`config.mk`:
```
export PLATFORM = sky130hd
export DESIGN_NAME = hazard_unit_flat
export DESIGN_NICKNAME = d
export VERILOG_FILES = /design/src/rtl/hazard_pkg.sv /design/src/rtl/hazard_unit_if.sv /design/src/rtl/md_busy_ctr.sv /design/src/rtl/hazard_unit.sv /design/src/flat_wrapper.sv
export SDC_FILE = /design/constraint.sdc
export NUM_CORES = 1
export LEC_CHECK = 0
export BUFFER_PORTS_ARGS = -buffer_cell sky130_fd_sc_hd__buf_2
export CAP_MARGIN = 20
export CORE_MARGIN = 8
export CORE_UTILIZATION = 52
export DETAILED_ROUTE_END_ITERATION = 10
export PLACE_DENSITY = 0.87
export SKIP_LAST_GASP = 1
export SYNTH_ARGS = -nofsm -noshare
export SYNTH_HDL_FRONTEND = slang
export SYNTH_SLANG_ARGS = --single-unit
```
`constraint.sdc`:
```
create_clock -name clk -period 4.1 [get_ports clk]
set_input_delay 0.82 -clock clk [delete_from_list [all_inputs] [get_ports clk]]
set_output_delay 0.82 -clock clk [all_outputs]
set_load 0.02 [all_outputs]
```
`src/rtl/hazard_pkg.sv`:
```
// ==========================================================================
// hazard_pkg : result codes, forward selects and Tnew helpers for hazard_unit
// Rev 1.0
// ==========================================================================
`default_nettype none

package hazard_pkg;

  typedef enum logic [2:0] {
    RES_NW  = 3'd0,
    RES_ALU = 3'd1,
    RES_DM  = 3'd2,
    RES_PC  = 3'd3,
    RES_MD  = 3'd4
  } res_e;

  localparam logic [1:0] FWD_REG = 2'd0;
  localparam logic [1:0] FWD_M   = 2'd1;
  localparam logic [1:0] FWD_W   = 2'd2;
  localparam logic [1:0] FWD_E   = 2'd3;

  localparam int DEF_MULT_CYCLES = 5;
  localparam int DEF_DIV_CYCLES  = 10;

  // Cycles until the producer's result exists, measured from the E stage
  function automatic logic [1:0] tnew_e(input logic [2:0] res);
    case (res)
      RES_ALU, RES_MD: tnew_e = 2'd1;
      RES_DM:          tnew_e = 2'd2;
      default:         tnew_e = 2'd0;
    endcase
  endfunction

  function automatic logic [1:0] tnew_m(input logic [2:0] res);
    tnew_m = (res == RES_DM) ? 2'd1 : 2'd0;
  endfunction

endpackage

`default_nettype wire

```
`src/rtl/hazard_unit_if.sv`:
```
// ==========================================================================
// hazard_unit_if : pipeline tags in, stall/forward controls out
// Rev 1.0
// ==========================================================================
`default_nettype none

interface hazard_unit_if;
  logic [4:0] A1_D, A2_D;
  logic       Tuse_rs0, Tuse_rs1;
  logic       Tuse_rt0, Tuse_rt1, Tuse_rt2;
  logic       md_use_D;
  logic [4:0] A1_E, A2_E, A3_E;
  logic [2:0] res_E;
  logic [4:0] A2_M, A3_M;
  logic [2:0] res_M;
  logic [4:0] A3_W;
  logic [2:0] res_W;
  logic       md_start_E, md_div_E;
  logic       stall, clrE, stall_md;
  logic [1:0] fwd_rs_D, fwd_rt_D, fwd_rs_E, fwd_rt_E;
  logic       fwd_rt_M;
  logic       md_busy;
  logic [15:0] stall_cycles;

  modport master (
    output A1_D, A2_D, Tuse_rs0, Tuse_rs1, Tuse_rt0, Tuse_rt1, Tuse_rt2, md_use_D,
           A1_E, A2_E, A3_E, res_E, A2_M, A3_M, res_M, A3_W, res_W,
           md_start_E, md_div_E,
    input  stall, clrE, stall_md, fwd_rs_D, fwd_rt_D, fwd_rs_E, fwd_rt_E,
           fwd_rt_M, md_busy, stall_cycles
  );

  modport slave (
    input  A1_D, A2_D, Tuse_rs0, Tuse_rs1, Tuse_rt0, Tuse_rt1, Tuse_rt2, md_use_D,
           A1_E, A2_E, A3_E, res_E, A2_M, A3_M, res_M, A3_W, res_W,
           md_start_E, md_div_E,
    output stall, clrE, stall_md, fwd_rs_D, fwd_rt_D, fwd_rs_E, fwd_rt_E,
           fwd_rt_M, md_busy, stall_cycles
  );
endinterface

`default_nettype wire

```
`src/rtl/md_busy_ctr.sv`:
```
// ==========================================================================
// md_busy_ctr : multiply/divide busy countdown, reloaded on every start
// Rev 1.0
// ==========================================================================
`default_nettype none

module md_busy_ctr #(
  parameter int MULT_CYCLES = 5,
  parameter int DIV_CYCLES  = 10
) (
  input  logic clk,
  input  logic reset,
  input  logic start,
  input  logic is_div,
  output logic busy
);

  localparam int C_MAX   = (MULT_CYCLES > DIV_CYCLES) ? MULT_CYCLES : DIV_CYCLES;
  localparam int C_CNT_W = $clog2(C_MAX + 1);

  logic [C_CNT_W-1:0] r_cnt;

  always_ff @(posedge clk) begin
    if (reset)
      r_cnt <= '0;
    else if (start)
      r_cnt <= is_div ? C_CNT_W'(DIV_CYCLES) : C_CNT_W'(MULT_CYCLES);
    else if (r_cnt != '0)
      r_cnt <= r_cnt - 1'b1;
  end

  // Start counts as busy immediately so an md instruction right behind it waits
  assign busy = start | (r_cnt != '0);

endmodule

`default_nettype wire

```
`src/rtl/hazard_unit.sv`:
```
// ==========================================================================
// hazard_unit : stall / forward controller for the five-stage MIPS pipeline
// Rev 1.0
// ==========================================================================
`default_nettype none

module hazard_unit
  import hazard_pkg::*;
#(
  parameter int MULT_CYCLES = DEF_MULT_CYCLES,
  parameter int DIV_CYCLES  = DEF_DIV_CYCLES
) (
  input logic           clk,
  input logic           reset,
  hazard_unit_if.slave  hz
);

  logic [1:0] w_tuse_rs, w_tuse_rt, w_tnew_E, w_tnew_M;
  logic       w_stall_E, w_stall_M, w_data_stall, w_stall_md, w_stall, w_md_busy;
  logic [15:0] r_stall_cycles;

  function automatic logic hit(input logic [4:0] src, input logic [4:0] dst,
                               input logic [2:0] res);
    hit = (src == dst) && (dst != 5'd0) && (res != RES_NW);
  endfunction

  function automatic logic [1:0] sel_d(input logic [4:0] a,
                                       input logic [4:0] a3e, input logic [2:0] rese,
                                       input logic [4:0] a3m, input logic [2:0] resm,
                                       input logic [4:0] a3w, input logic [2:0] resw);
    if (hit(a, a3e, rese) && rese == RES_PC)      sel_d = FWD_E;
    else if (hit(a, a3m, resm) && resm != RES_DM) sel_d = FWD_M;
    else if (hit(a, a3w, resw))                   sel_d = FWD_W;
    else                                          sel_d = FWD_REG;
  endfunction

  function automatic logic [1:0] sel_e(input logic [4:0] a,
                                       input logic [4:0] a3m, input logic [2:0] resm,
                                       input logic [4:0] a3w, input logic [2:0] resw);
    if (hit(a, a3m, resm) && resm != RES_DM) sel_e = FWD_M;
    else if (hit(a, a3w, resw))              sel_e = FWD_W;
    else                                     sel_e = FWD_REG;
  endfunction

  // An unused operand gets Tuse=3, which no producer's Tnew can exceed
  assign w_tuse_rs = hz.Tuse_rs0 ? 2'd0 : hz.Tuse_rs1 ? 2'd1 : 2'd3;
  assign w_tuse_rt = hz.Tuse_rt0 ? 2'd0 : hz.Tuse_rt1 ? 2'd1 :
                     hz.Tuse_rt2 ? 2'd2 : 2'd3;
  assign w_tnew_E  = tnew_e(hz.res_E);
  assign w_tnew_M  = tnew_m(hz.res_M);

  assign w_stall_E = (hit(hz.A1_D, hz.A3_E, hz.res_E) && (w_tuse_rs < w_tnew_E)) ||
                     (hit(hz.A2_D, hz.A3_E, hz.res_E) && (w_tuse_rt < w_tnew_E));
  assign w_stall_M = (hit(hz.A1_D, hz.A3_M, hz.res_M) && (w_tuse_rs < w_tnew_M)) ||
                     (hit(hz.A2_D, hz.A3_M, hz.res_M) && (w_tuse_rt < w_tnew_M));
  assign w_data_stall = w_stall_E | w_stall_M;
  assign w_stall_md   = hz.md_use_D & w_md_busy & ~w_data_stall;
  assign w_stall      = w_data_stall | w_stall_md;

  md_busy_ctr #(
    .MULT_CYCLES (MULT_CYCLES),
    .DIV_CYCLES  (DIV_CYCLES)
  ) u_md_busy_ctr (
    .clk    (clk),
    .reset  (reset),
    .start  (hz.md_start_E),
    .is_div (hz.md_div_E),
    .busy   (w_md_busy)
  );

  always_ff @(posedge clk) begin
    if (reset)
      r_stall_cycles <= '0;
    else if (w_stall && r_stall_cycles != 16'hFFFF)
      r_stall_cycles <= r_stall_cycles + 16'd1;
  end

  assign hz.stall        = w_stall;
  assign hz.clrE         = w_data_stall;
  assign hz.stall_md     = w_stall_md;
  assign hz.md_busy      = w_md_busy;
  assign hz.stall_cycles = r_stall_cycles;
  assign hz.fwd_rs_D = sel_d(hz.A1_D, hz.A3_E, hz.res_E, hz.A3_M, hz.res_M, hz.A3_W, hz.res_W);
  assign hz.fwd_rt_D = sel_d(hz.A2_D, hz.A3_E, hz.res_E, hz.A3_M, hz.res_M, hz.A3_W, hz.res_W);
  assign hz.fwd_rs_E = sel_e(hz.A1_E, hz.A3_M, hz.res_M, hz.A3_W, hz.res_W);
  assign hz.fwd_rt_E = sel_e(hz.A2_E, hz.A3_M, hz.res_M, hz.A3_W, hz.res_W);
  assign hz.fwd_rt_M = hit(hz.A2_M, hz.A3_W, hz.res_W);

endmodule

`default_nettype wire

```
`src/flat_wrapper.sv`:
```
// flat-port wrapper written by rule: the top's interface ports become plain ports
module hazard_unit_flat import hazard_pkg::*;
#(
  parameter int MULT_CYCLES = DEF_MULT_CYCLES,
  parameter int DIV_CYCLES  = DEF_DIV_CYCLES
)
  (clk, reset, hz_A1_D, hz_A2_D, hz_Tuse_rs0, hz_Tuse_rs1, hz_Tuse_rt0, hz_Tuse_rt1, hz_Tuse_rt2, hz_md_use_D, hz_A1_E, hz_A2_E, hz_A3_E, hz_res_E, hz_A2_M, hz_A3_M, hz_res_M, hz_A3_W, hz_res_W, hz_md_start_E, hz_md_div_E, hz_stall, hz_clrE, hz_stall_md, hz_fwd_rs_D, hz_fwd_rt_D, hz_fwd_rs_E, hz_fwd_rt_E, hz_fwd_rt_M, hz_md_busy, hz_stall_cycles);
  hazard_unit_if hz_i ();
  input logic clk;
  input logic reset;
  input wire logic [$bits(hz_i.A1_D)-1:0] hz_A1_D;
  input wire logic [$bits(hz_i.A2_D)-1:0] hz_A2_D;
  input wire logic [$bits(hz_i.Tuse_rs0)-1:0] hz_Tuse_rs0;
  input wire logic [$bits(hz_i.Tuse_rs1)-1:0] hz_Tuse_rs1;
  input wire logic [$bits(hz_i.Tuse_rt0)-1:0] hz_Tuse_rt0;
  input wire logic [$bits(hz_i.Tuse_rt1)-1:0] hz_Tuse_rt1;
  input wire logic [$bits(hz_i.Tuse_rt2)-1:0] hz_Tuse_rt2;
  input wire logic [$bits(hz_i.md_use_D)-1:0] hz_md_use_D;
  input wire logic [$bits(hz_i.A1_E)-1:0] hz_A1_E;
  input wire logic [$bits(hz_i.A2_E)-1:0] hz_A2_E;
  input wire logic [$bits(hz_i.A3_E)-1:0] hz_A3_E;
  input wire logic [$bits(hz_i.res_E)-1:0] hz_res_E;
  input wire logic [$bits(hz_i.A2_M)-1:0] hz_A2_M;
  input wire logic [$bits(hz_i.A3_M)-1:0] hz_A3_M;
  input wire logic [$bits(hz_i.res_M)-1:0] hz_res_M;
  input wire logic [$bits(hz_i.A3_W)-1:0] hz_A3_W;
  input wire logic [$bits(hz_i.res_W)-1:0] hz_res_W;
  input wire logic [$bits(hz_i.md_start_E)-1:0] hz_md_start_E;
  input wire logic [$bits(hz_i.md_div_E)-1:0] hz_md_div_E;
  output wire logic [$bits(hz_i.stall)-1:0] hz_stall;
  output wire logic [$bits(hz_i.clrE)-1:0] hz_clrE;
  output wire logic [$bits(hz_i.stall_md)-1:0] hz_stall_md;
  output wire logic [$bits(hz_i.fwd_rs_D)-1:0] hz_fwd_rs_D;
  output wire logic [$bits(hz_i.fwd_rt_D)-1:0] hz_fwd_rt_D;
  output wire logic [$bits(hz_i.fwd_rs_E)-1:0] hz_fwd_rs_E;
  output wire logic [$bits(hz_i.fwd_rt_E)-1:0] hz_fwd_rt_E;
  output wire logic [$bits(hz_i.fwd_rt_M)-1:0] hz_fwd_rt_M;
  output wire logic [$bits(hz_i.md_busy)-1:0] hz_md_busy;
  output wire logic [$bits(hz_i.stall_cycles)-1:0] hz_stall_cycles;
  assign hz_i.A1_D = hz_A1_D;
  assign hz_i.A2_D = hz_A2_D;
  assign hz_i.Tuse_rs0 = hz_Tuse_rs0;
  assign hz_i.Tuse_rs1 = hz_Tuse_rs1;
  assign hz_i.Tuse_rt0 = hz_Tuse_rt0;
  assign hz_i.Tuse_rt1 = hz_Tuse_rt1;
  assign hz_i.Tuse_rt2 = hz_Tuse_rt2;
  assign hz_i.md_use_D = hz_md_use_D;
  assign hz_i.A1_E = hz_A1_E;
  assign hz_i.A2_E = hz_A2_E;
  assign hz_i.A3_E = hz_A3_E;
  assign hz_i.res_E = hz_res_E;
  assign hz_i.A2_M = hz_A2_M;
  assign hz_i.A3_M = hz_A3_M;
  assign hz_i.res_M = hz_res_M;
  assign hz_i.A3_W = hz_A3_W;
  assign hz_i.res_W = hz_res_W;
  assign hz_i.md_start_E = hz_md_start_E;
  assign hz_i.md_div_E = hz_md_div_E;
  assign hz_stall = hz_i.stall;
  assign hz_clrE = hz_i.clrE;
  assign hz_stall_md = hz_i.stall_md;
  assign hz_fwd_rs_D = hz_i.fwd_rs_D;
  assign hz_fwd_rt_D = hz_i.fwd_rt_D;
  assign hz_fwd_rs_E = hz_i.fwd_rs_E;
  assign hz_fwd_rt_E = hz_i.fwd_rt_E;
  assign hz_fwd_rt_M = hz_i.fwd_rt_M;
  assign hz_md_busy = hz_i.md_busy;
  assign hz_stall_cycles = hz_i.stall_cycles;
  hazard_unit #(.MULT_CYCLES(MULT_CYCLES), .DIV_CYCLES(DIV_CYCLES)) u_core (.clk(clk), .reset(reset), .hz(hz_i));
endmodule
```
* Yosys cells after proc, flatten, opt, wreduce, memory -nomap -nowiden
Cells that the tools add are included.
** Word-level totals
- Logic and storage cells :: 96
- Bits in registers :: 20
- Bits of input ports :: 59
- Output and inout bits :: 29
** Cells by class
- Magnitude comparators :: 4
- Mux-type cells :: 20
- Add/subtract/negate cells :: 2
- Reduce and logical (&&, ||, !) cells :: 44
- Bitwise gates (word level) :: 6
- Eq/ne operators :: 18
** Operator list (number)
- 5-bit equality test :: 11
- 1-bit logical AND :: 33
- 2-bit two-way mux :: 14
- 16-bit by 1-bit adder with 16-bit output (second input constant) :: 1
- 16-bit inequality test (second input constant) :: 1
- 5-bit nonzero test :: 3
- 4-bit two-way mux :: 3
- 3-bit by 2-bit equality test with 1-bit output (second input constant) :: 3
- 3-bit nonzero test :: 3
- 2-bit less-than comparator :: 4
- 2-bit one-hot mux with 2 select lines :: 1
- 4-bit nonzero test :: 1
- 4-bit by 1-bit subtractor with 4-bit output (second input constant) :: 1
- 3-bit by 1-bit equality test with 1-bit output (second input constant) :: 1
- 3-bit equality test (second input constant) :: 1
- 3-bit by 2-bit inequality test with 1-bit output (second input constant) :: 1
- 1-bit bitwise OR :: 3
- 1-bit AND :: 2
- 1-bit logical OR :: 2
- 1-bit two-way mux :: 2
- 2-bit nonzero test :: 1
- 2-bit OR reduction :: 1
- 1-bit inverter :: 1

* Depth between registers and ports, before layout
Gate-level depths: netlist of run 1.
- Word-level depth :: 11
- Depth in mapped cells :: 10
- Gate-level depth less buffers :: 9

* By module
Synthesis of run 1 repeated with hierarchy kept, for this count alone.
** Second synthesis, totals
- Cells, all modules :: 250
- Area total of the unflattened synthesis :: 2006.9 µm²
** Modules (own cells, without submodules)
- hazard_unit :: cells an instance 226, seq. area each 320.3 µm², times used 1, area each 1780.5 µm²
- md_busy_ctr :: cells an instance 24, seq. area each 80.1 µm², times used 1, area each 226.5 µm²

* Worst setup path after synthesis of run 1
OpenSTA, ideal clock, no wires.
- Path type :: input -> output
- Start point :: input hz_A3_W[2]
- End point :: output hz_fwd_rs_E[1]
- Arrival time :: 2506 ps
- Cell stages on the path :: 5
- Buffers on the path :: 1
- Required time :: 3280 ps
- Path slack :: 774 ps
- Cell sequence :: clkbuf_1 > or4_1 > o32ai_1 > or4_1 > nor4_1
** On the way
- Longest elaborated chain between the ends :: 5
- Elaborated cells on any way between the ends :: 6
- Those cells by class :: eq/ne (1); mux (2); reduce/logical (3)
** Ends and longest elaborated chain
- start, declared :: line flat_wrapper.sv:26 : input wire logic [$bits(hz_i.A3_W)-1:0] hz_A3_W;
- 5-bit equality test / 5-bit nonzero test (equally long branches) :: line hazard_unit.sv:24 : hit = (src == dst) && (dst != 5'd0) && (res != RES_NW);
- 1-bit logical AND * (2 in series) :: line hazard_unit.sv:24
- 2-bit two-way mux * :: line hazard_unit.sv:41 : else if (hit(a, a3w, resw)) sel_e = FWD_W;
- 2-bit two-way mux * :: line hazard_unit.sv:40 : if (hit(a, a3m, resm) && resm != RES_DM) sel_e = FWD_M;
- end, declared :: line flat_wrapper.sv:35 : output wire logic [$bits(hz_i.fwd_rs_E)-1:0] hz_fwd_rs_E;
Every way passes the cells marked *; elsewhere a longest branch is shown, timed or not.

* Worst setup path after layout of run 1
- Start point :: input hz_res_E[1]
- End point :: output hz_stall
** On the way
- Longest elaborated chain between the ends :: 10
- Elaborated cells on any way between the ends :: 17
- Those cells by class :: order compare (2); eq/ne (3); mux (1); bitwise (4); reduce/logical (7)
** Ends and longest elaborated chain
- start, declared :: line flat_wrapper.sv:22 : input wire logic [$bits(hz_i.res_E)-1:0] hz_res_E;
- 3-bit by 1-bit equality test with 1-bit output / 3-bit equality test (equally long branches) :: line hazard_pkg.sv:27 : case (res)
- 2-bit OR reduction :: line hazard_pkg.sv:27
- 2-bit one-hot mux with 2 select lines :: line hazard_pkg.sv:27
- 2-bit less-than comparator, on equally long branches :: line hazard_unit.sv:52, hazard_unit.sv:53
- 1-bit logical AND, on equally long branches :: line hazard_unit.sv:52, hazard_unit.sv:53
- 1-bit logical OR * :: line hazard_unit.sv:52 : assign w_stall_E = (hit(hz.A1_D, hz.A3_E, hz.res_E) && (w_tuse_rs < w_tnew_E)) ||
- 1-bit bitwise OR * :: line hazard_unit.sv:56 : assign w_data_stall = w_stall_E | w_stall_M;
- 1-bit inverter :: line hazard_unit.sv:57 : assign w_stall_md = hz.md_use_D & w_md_busy & ~w_data_stall;
- 1-bit AND :: line hazard_unit.sv:57
- 1-bit bitwise OR * :: line hazard_unit.sv:58 : assign w_stall = w_data_stall | w_stall_md;
- end, declared :: line flat_wrapper.sv:30 : output wire logic [$bits(hz_i.stall)-1:0] hz_stall;
Marks and branches as above.

==> impl_metrics.py, run 1 <==
metrics = {
    "clock_tree": {
        "clock_path_buffers": 2,
        "post_cts_buffers": 0,
        "insertion_delay_ns": 0.26,
        "clkSinkCount": 20,
        "post_cts_resized": 0,
        "root_buffer": "clkbuf_8",
        "cts_tree": "built",
        "htreeDepth": 1,
        "cts_buffers": 3,
        "clkTransAtPathRegs_ns": 0.07,
        "cts_hold_buffers": 0,
    },
    "layout": {
        "fillers": 320,
        "final_cell_mix": "buf_2 (87), xor2_1 (35), xnor2_1 (25), nand2_1 (22), dfxtp_1 (20)",
        "layout.cells.non_filler": 384,
        "syn2layout_area_growth_pct": 24.2,
        "drive_gt1_share_pct": 30.7,
        "final_common_cell": "buf_2",
        "antenna_cells": 0,
        "nNetsFinal": 401,
    },
    "timing": {
        "finalCritPeriodShare_pct": 82.8,
        "period_minus_slack_ns": 3.40,
        "setup_tns_ns": 0,
        "setup_viol": 0,
        "final-max-slew-violation-count": 0,
        "rsz0062_at_grt": "false",
        "tightestPinTransition_ns": 0.690,
        "maxSlewHeadroom_pct": 53.5,
        "hold_viol_final": 0,
        "fmax_mhz": 294,
        "finClkSkew_ns": 0.00705,
    },
    "synthesis": {
        "synth_compound_area_share_pct": 10.9,
        "synth_top_family_by_area": "simple AND/OR/NAND/NOR gates",
        "synth_xor_area_share_pct": 26.3,
        "ys_seq_area_share_pct": 20.0,
        "synth.distinct_cells": 42,
        "synth_ff_type": "dfxtp_1",
        "synth_mux_area_share_pct": 2.82,
        "yosys.area_share.adder_pct": 3.13,
        "synth-simple-area-share_pct": 31.5,
        "netlist_instances": 261,
        "synth_nets": 325,
        "synth_warnings": 0,
        "netlist_area_mm2": 0.00200,
        "ys_ff_latch": 20,
        "avgSynthCellArea_um2": 7.66,
        "synth_edf_count": 0,
        "synthArstFlopShare_pct": 0,
    },
    "placement": {
        "dp.final_hpwl_mm": 4.75,
        "place_congestion": 0.902,
        "io_buffers": 87,
        "placed_cells": 380,
    },
    "routing": {
        "drt_iter0_markers": 129,
        "drtPass1Iterations": 4,
        "routedWlPerCell_um": 15.6,
        "antenna_left": 0,
        "finalWirelength_mm": 5.99,
        "vias": 2130,
        "drc": 0,
        "viasPerCell": 5.55,
    },
    "floorplanning": {
        "initial_core_util_pct": 54.2,
        "die_w_um": 78.0,
        "dieArea_mm2": 0.00608,
        "rows": 22,
        "pin_count": 88,
        "core_area_mm2": 0.00369,
        "die_y_um": 78.0,
    },
    "run": {
        "maxCapViolCount": 0,
    },
    "setup_path": {
        "worstSetupStartpointType": "input port",
        "cp_top_family": "simple AND/OR/NAND/NOR gates",
        "worstPathRequired_ns": 3.28,
        "path_class": "input port to output pin",
        "cp_slowest_cell": "or3_1",
        "slowest_delay_ns": 0.39,
        "critPathMaxFanout": 6,
        "critPathArrivalTime_ns": 2.58,
        "endpoint_kind": "output pin",
        "cp_cell_sequence": "buf_2 > inv_1 > or3_1 > ha_1 > nand2_1 > a32o_2 > nor2_2 > inv_1 > buf_2",
        "path_buf_inv": 4,
    },
    "grt": {
        "grt_use_total_pct": 19.2,
        "grt_max_degree": 31,
        "grt_pass1_wl_mm": 9.96,
        "antenna_found_initial": 0,
        "grt_pass1_vias": 2123,
        "gr-total-overflow": 0,
    },
    "power_and_ir_drop": {
        "p_leak_uw": 0.00114,
        "ir_worst_vdd_mv": 0.298,
        "powerDensity_mw_per_mm2": 243,
    },
    "worst_hold_path": {
        "hold_class": "flip-flop to flip-flop",
    },
    "run_status": {
        "status": "finished clean",
    },
}
## cell type report
type                    count  area [um^2]  share of cell area [%]
inverters                   6         22.5                   0.908
flip-flops and latches     20          400                    16.1
well taps                  48         60.1                    2.42
multi-input cells         219         1490                    60.1
repair buffers             87          435                    17.5
clock inverters             1         30.0                    1.21
clock buffers               3         41.3                    1.66
## sequential cells by signal, summed over array words and instances (netlist names)
name,count
u_core.hz.stall_cycles,16
u_core.u_md_busy_ctr.r_cnt,4
## cells by family (layout without fill, tap and decap cells)
kind of cell,Yosys count,after routing
and+or+nand+nor,116,116
AOI/OAI and AO/OA,33,33
buffers and inverters,22,97
xor gates and xnor gates,60,60
muxes,5,5
DFF,20,20
adders and majority gates,5,5
## per-layer routing
layer	vias up	global-route usage, %	part of all wire (%)
met4	0	4.44	0.88
met3	7	5.88	9.1
met2	81	33.0	48
li1	1065	-	-
met1	977	22.8	42
met5	-	0	0
## worst register-to-register path, cell delays in order (launching register included)
cell,delay [ns]
dfxtp_1,0.34
inv_1,0.10
ha_1,0.17
nand2_1,0.12
o21ai_0,0.44
o221ai_2,0.23
o21ai_4,0.42
nor3_1,0.13
mux2_1,0.32
## power breakdown
group	leakage, uW	switching [uW]	total (uW)	internal [uW]
Sequential	0.000162	7.39	209	201
Combinational	0.000938	113	197	83.5
Clock	0.0000357	67.7	198	130
## cells in the mapped netlist, types with 2 or more instances
library cell / count / area, um^2
xor2_1: 35 / 307
xnor2_1: 25 / 219
nand2_1: 22 / 82.6
dfxtp_1: 20 / 400
nor2_1: 18 / 67.6
o21ai_0: 12 / 60.1
nand3_1: 11 / 55.1
nor2b_1: 11 / 68.8
or4_1: 10 / 75.1
a21oi_1: 9 / 45.0
clkbuf_1: 9 / 33.8
nor4_1: 9 / 56.3
nand4_1: 8 / 50.1
nor3_1: 8 / 40.0
inv_1: 6 / 22.5
ha_1: 5 / 62.6
and3_1: 4 / 25.0
buf_2: 4 / 20.0
mux2_1: 3 / 33.8
or2_2: 3 / 18.8
or3_1: 3 / 18.8
buf_6: 2 / 22.5
mux2_2: 2 / 22.5
nor2_2: 2 / 12.5
nor3b_1: 2 / 15.0
o2111ai_1: 2 / 17.5
## path summary, 6_finish.rpt
| check | depth (start not counted) | to | startpoint | slack, ns |
|---|---|---|---|---|
| hold / removal | 2 | u_core.hz.stall_cycles[1]$_SDFFE_PP0P_ | u_core.hz.stall_cycles[1]$_SDFFE_PP0P_ | 0.52 |
| setup reg to reg | 8 | u_core.hz.stall_cycles[9]$_SDFFE_PP0P_ | u_core.u_md_busy_ctr.r_cnt[0]$_SDFFE_PP0N_ | 1.73 |
| setup / recovery | 9 | hz_stall | hz_res_E[1] | 0.70 |
| hold reg to reg | 2 | u_core.hz.stall_cycles[1]$_SDFFE_PP0P_ | u_core.hz.stall_cycles[1]$_SDFFE_PP0P_ | 0.52 |
## through the flow
step	instance area (um^2)	power [uW]	hold slack [ns]	worst slack (ns)	utilization [%]
5_1_grt	2480	631	0.554	0.621	67.3
2_1_floorplan	2000	340	0.560	0.774	-
6_report	2480	603	0.515	0.703	67.3
3_3_place_gp	2410	400	0.490	0.761	65.3
3_5_place_dp	2410	406	0.492	0.706	65.3
4_1_cts	2480	601	0.513	0.699	67.3
(Power assumes the default switching activity.)
==> run 2, diff against run 1 <==
--- a/config.mk
+++ b/config.mk
@@ -8,9 +8,9 @@
 export BUFFER_PORTS_ARGS = -buffer_cell sky130_fd_sc_hd__buf_2
 export CAP_MARGIN = 20
 export CORE_MARGIN = 8
-export CORE_UTILIZATION = 52
+export CORE_UTILIZATION = 48
 export DETAILED_ROUTE_END_ITERATION = 10
-export PLACE_DENSITY = 0.87
+export PLACE_DENSITY = 0.81
 export SKIP_LAST_GASP = 1
 export SYNTH_ARGS = -nofsm -noshare
 export SYNTH_HDL_FRONTEND = slang
==> constraint.sdc (replaced) <==
create_clock -name clk -period 3.49 [get_ports clk]
set_input_delay 0.698 -clock clk [delete_from_list [all_inputs] [get_ports clk]]
set_output_delay 0.698 -clock clk [all_outputs]
set_load 0.02 [all_outputs]
==> impl_metrics.py, run 2 (synthesized netlist as in run 1, its figures left out) <==
metrics = {
    "run_status": {
        "status": "finished clean",
    },
    "layout": {
        "nNetsFinal": 401,
        "syn2layout_area_growth_pct": 22.8,
        "antenna_cells": 0,
        "drive_gt1_share_pct": 30.4,
        "finalInstanceArea_mm2": 0.00245,
        "final_common_cell": "buf_2",
        "largest_reg_flops": 16,
        "fillers": 376,
        "final_cell_mix": "buf_2 (87), xor2_1 (35), xnor2_1 (25), nand2_1 (22), dfxtp_1 (20)",
    },
    "timing": {
        "final-max-slew-violation-count": 0,
        "finalCritPeriodShare_pct": 90.1,
        "setup_viol": 0,
        "period_minus_slack_ns": 3.14,
        "finClkSkew_ns": 0.00494,
        "tightestPinTransition_ns": 0.701,
        "hold_viol_final": 0,
        "fmax_mhz": 318,
        "maxSlewHeadroom_pct": 52.8,
        "rsz0062_at_grt": "false",
        "setup_tns_ns": 0,
    },
    "clock_tree": {
        "post_cts_resized": 0,
        "cts_buffers": 3,
        "clkTransAtPathRegs_ns": 0.06,
        "clock_path_buffers": 2,
        "insertion_delay_ns": 0.25,
        "root_buffer": "clkbuf_8",
        "cts_tree": "built",
        "clkSinkCount": 20,
        "htreeDepth": 1,
        "post_cts_buffers": 0,
        "cts_hold_buffers": 0,
    },
    "floorplanning": {
        "core_area_mm2": 0.00400,
        "die_y_um": 80.5,
        "dieArea_mm2": 0.00648,
        "rows": 23,
        "die_w_um": 80.5,
        "pin_count": 88,
        "initial_core_util_pct": 50.0,
    },
    "routing": {
        "finalWirelength_mm": 5.72,
        "vias": 2112,
        "drc": 0,
        "drt_iter0_markers": 63,
        "drtPass1Iterations": 4,
        "antenna_left": 0,
        "viasPerCell": 5.49,
        "routedWlPerCell_um": 14.8,
    },
    "grt": {
        "grt_pass1_vias": 2060,
        "gr-total-overflow": 0,
        "grt_use_total_pct": 17.1,
        "grt_max_degree": 31,
        "antenna_found_initial": 0,
        "grt_pass1_wl_mm": 9.24,
    },
    "power_and_ir_drop": {
        "powerDensity_mw_per_mm2": 252,
        "ir_worst_vdd_mv": 0.192,
        "p_leak_uw": 0.00112,
    },
    "setup_path": {
        "critPathArrivalTime_ns": 2.45,
        "reg2reg_to": "u_core.hz.stall_cycles[9]$_SDFFE_PP0P_",
        "rr_worst_depth": 8,
        "rrSetupSlack_ns": 1.16,
        "cp_top_family": "simple AND/OR/NAND/NOR gates",
        "worstPathRequired_ns": 2.79,
        "critPathMaxFanout": 5,
        "slowest_delay_ns": 0.40,
        "worstSetupStartpointType": "input port",
        "endpoint_kind": "output pin",
        "cp_cell_sequence": "buf_2 > or3_1 > ha_1 > nand2_1 > a32o_2 > or2_2 > nor2_1 > buf_2",
        "cp_slowest_cell": "or3_1",
        "path_buf_inv": 2,
        "critPathMostFrequentCell": "buf_2",
        "timing.rr.start": "u_core.u_md_busy_ctr.r_cnt[0]$_SDFFE_PP0N_",
        "path_class": "input port to output pin",
    },
    "placement": {
        "place_congestion": 0.889,
        "placed_area_mm2": 0.00241,
        "io_buffers": 87,
        "dp.final_hpwl_mm": 4.64,
    },
    "worst_hold_path": {
        "hp-start": "u_core.hz.stall_cycles[1]$_SDFFE_PP0P_",
        "hold_class": "flip-flop to flip-flop",
        "hold_end": "u_core.hz.stall_cycles[1]$_SDFFE_PP0P_",
        "hold_depth": 2,
    },
    "run": {
        "maxCapViolCount": 0,
    },
}
## run 2: metal layers
| layer | part of all wire [%] | GRT usage (%) | up-vias |
|---|---|---|---|
| met4 | 1.1 | 4.00 | 0 |
| met1 | 42 | 20.5 | 985 |
| met5 | 0 | 0 | - |
| met2 | 49 | 30.6 | 64 |
| li1 | - | - | 1056 |
| met3 | 7.6 | 2.79 | 7 |
## run 2: area by class of cell
class / instances / area [um^2] / share of cell area (%)
clock buffers: 3 / 41.3 / 1.68
inverters: 6 / 22.5 / 0.918
multi-input cells: 219 / 1490 / 60.8
flip-flops and latches: 20 / 400 / 16.3
well taps: 50 / 62.6 / 2.55
repair buffers: 87 / 435 / 17.7
## run 2: worst max path at each step
stage,startpoint,to,slack (ns),cells after the start
floorplan,hz_A3_W[2],hz_fwd_rs_E[1],0.41,5
finish,hz_res_E[2],hz_stall_md,0.35,8
global placement,hz_res_E[2],hz_stall_md,0.38,8
global route,hz_res_E[1],hz_stall_md,0.24,9
CTS,hz_res_E[2],hz_stall_md,0.34,8
detailed placement,hz_res_E[2],hz_stall_md,0.35,8
## run 2: tightest hold or removal path, cell delays in order, from the launching register on
cell and delay (ns):
dfxtp_1 0.34, nand2_1 0.07, a21oi_1 0.06
## run 2: stage by stage
step | instances | power, uW | hold slack, ns | utilization, % | setup slack [ns]
global route | 385 | 656 | 0.543 | 61.3 | 0.243
floorplan | 261 | 400 | 0.560 | - | 0.408
CTS | 385 | 621 | 0.514 | 61.3 | 0.335
finish | 385 | 618 | 0.516 | 61.3 | 0.346
detailed placement | 382 | 476 | 0.500 | 60.3 | 0.346
global placement | 382 | 471 | 0.493 | 60.3 | 0.384
## run 2: report_power, final
part           total (uW)  internal (uW)  switching [uW]
combinational         227           97.7             129
sequential            245            237            8.48
clock                 146           76.7            69.0
total                 618            411             207
==> run 3, diff against run 2 <==
--- a/config.mk
+++ b/config.mk
@@ -5,10 +5,11 @@
 export SDC_FILE = /design/constraint.sdc
 export NUM_CORES = 1
 export LEC_CHECK = 0
-export BUFFER_PORTS_ARGS = -buffer_cell sky130_fd_sc_hd__buf_2
+export BUFFER_PORTS_ARGS = -buffer_cell sky130_fd_sc_hd__clkbuf_2
 export CAP_MARGIN = 20
-export CORE_MARGIN = 8
+export CORE_MARGIN = 2
 export CORE_UTILIZATION = 48
+export CTS_CLUSTER_SIZE = 8
 export DETAILED_ROUTE_END_ITERATION = 10
 export PLACE_DENSITY = 0.81
 export SKIP_LAST_GASP = 1
==> impl_metrics.py, run 3 (synthesized netlist as in run 1, its figures left out) <==
metrics = {
    "routing": {
        "drtPass1Iterations": 5,
        "drc": 0,
        "viasPerCell": 5.54,
        "antenna_left": 0,
        "finalWirelength_mm": 5.16,
        "vias": 2131,
        "drt_iter0_markers": 106,
        "routedWlPerCell_um": 13.4,
    },
    "setup_path": {
        "critPathArrivalTime_ns": 2.43,
        "worstSetupStartpointType": "input port",
        "endpoint_kind": "output pin",
        "path_buf_inv": 3,
        "cp_cell_sequence": "clkbuf_2 > inv_1 > or3_1 > ha_1 > nand2_1 > a32o_2 > or2_2 > nor2_1 > clkbuf_2",
        "critPathMostFrequentCell": "clkbuf_2",
        "cp_slowest_cell": "or3_1",
        "cp_top_family": "simple AND/OR/NAND/NOR gates",
        "slowest_delay_ns": 0.38,
        "critPathMaxFanout": 4,
        "worstPathRequired_ns": 2.79,
        "path_class": "input port to output pin",
    },
    "floorplanning": {
        "dieArea_mm2": 0.00469,
        "rows": 23,
        "core_area_mm2": 0.00400,
        "die_y_um": 68.5,
        "die_w_um": 68.5,
        "pin_count": 88,
        "initial_core_util_pct": 50.0,
    },
    "layout": {
        "final_common_cell": "clkbuf_2",
        "syn2layout_area_growth_pct": 22.8,
        "nNetsFinal": 401,
        "fillers": 385,
        "largest_reg_flops": 16,
        "layout.cells.non_filler": 385,
        "antenna_cells": 0,
        "final_cell_mix": "clkbuf_2 (87), xor2_1 (35), xnor2_1 (25), nand2_1 (22), dfxtp_1 (20)",
        "drive_gt1_share_pct": 30.4,
    },
    "timing": {
        "rsz0062_at_grt": "false",
        "fin_ws_ns": 0.365,
        "finalCritPeriodShare_pct": 89.5,
        "period_minus_slack_ns": 3.12,
        "hold_viol_final": 0,
        "setup_viol": 0,
        "setup_tns_ns": 0,
        "final-max-slew-violation-count": 0,
        "tightestPinTransition_ns": 0.723,
        "finClkSkew_ns": 0.000792,
        "maxSlewHeadroom_pct": 51.3,
        "fmax_mhz": 320,
    },
    "clock_tree": {
        "insertion_delay_ns": 0.25,
        "clkSinkCount": 20,
        "clock_path_buffers": 2,
        "post_cts_buffers": 0,
        "post_cts_resized": 0,
        "cts_buffers": 3,
        "root_buffer": "clkbuf_8",
        "clkTransAtPathRegs_ns": 0.07,
        "htreeDepth": 1,
        "cts_tree": "built",
        "cts_hold_buffers": 0,
    },
    "grt": {
        "grt_use_total_pct": 21.9,
        "grt_max_degree": 31,
        "grt_pass1_wl_mm": 8.02,
        "antenna_found_initial": 0,
        "grt_pass1_vias": 1904,
        "gr-total-overflow": 0,
    },
    "power_and_ir_drop": {
        "ir_worst_vdd_mv": 0.201,
        "p_leak_uw": 0.00111,
        "powerDensity_mw_per_mm2": 251,
        "report.power.total_uw": 617,
    },
    "run": {
        "maxCapViolCount": 0,
    },
    "run_status": {
        "status": "finished clean",
    },
    "worst_hold_path": {
        "hold_class": "flip-flop to flip-flop",
    },
    "placement": {
        "dp.final_hpwl_mm": 4.15,
        "placed_cells": 382,
        "io_buffers": 87,
        "place_congestion": 0.804,
        "place_worst_setup_slack_ns": 0.365,
    },
}
==> run 3: stage by stage <==
step | area [um^2] | utilization [%] | hold slack, ns
after floorplan | 2000 | - | 0.560
after global placement | 2410 | 60.3 | 0.498
after detailed placement | 2410 | 60.3 | 0.509
after CTS | 2450 | 61.3 | 0.523
after global routing | 2450 | 61.3 | 0.565
final | 2450 | 61.3 | 0.531
==> run 3: area by class of cell <==
class | count | area [um^2] | share of cell area (%)
Sequential cell | 20 | 400 | 16.3
Clock buffer | 3 | 41.3 | 1.68
Tap cell | 50 | 62.6 | 2.55
Timing Repair Buffer | 87 | 435 | 17.7
Multi-Input combinational cell | 219 | 1490 | 60.8
Inverter | 6 | 22.5 | 0.918
==> run 3: per-layer routing <==
layer / wire length (um) / track usage (%) / up-vias / part of all wire, %
li1: - / - / 1063 / -
met1: 2240 / 25.4 / 975 / 43
met2: 2450 / 41.2 / 88 / 47
met3: 444 / 2.76 / 5 / 8.6
met4: 33 / 7.00 / 0 / 0.64
met5: 0 / 0 / - / 0
==> run 3: where the power goes <==
part	switching [uW]	internal [uW]	leakage [uW]	total (uW)
Sequential	8.48	237	0.000162	245
Clock	68.8	76.7	0.0000216	145
Combinational	129	96.9	0.000928	226
Total	206	410	0.00111	617
==> run 3: worst paths after layout <==
path                                              start                                      to  slack, ns  cells after the start
max                                         hz_res_E[1]                             hz_stall_md       0.37                      9
min              u_core.hz.stall_cycles[1]$_SDFFE_PP0P_  u_core.hz.stall_cycles[1]$_SDFFE_PP0P_       0.53                      2
max reg2reg  u_core.u_md_busy_ctr.r_cnt[0]$_SDFFE_PP0N_  u_core.hz.stall_cycles[9]$_SDFFE_PP0P_       1.20                      8
min reg2reg      u_core.hz.stall_cycles[1]$_SDFFE_PP0P_  u_core.hz.stall_cycles[1]$_SDFFE_PP0P_       0.53                      2
==> run 3: tightest hold or removal path: stages, from the launching register on <==
cell and delay [ns]:
dfxtp_1 0.35, nand2_1 0.08, a21oi_1 0.06
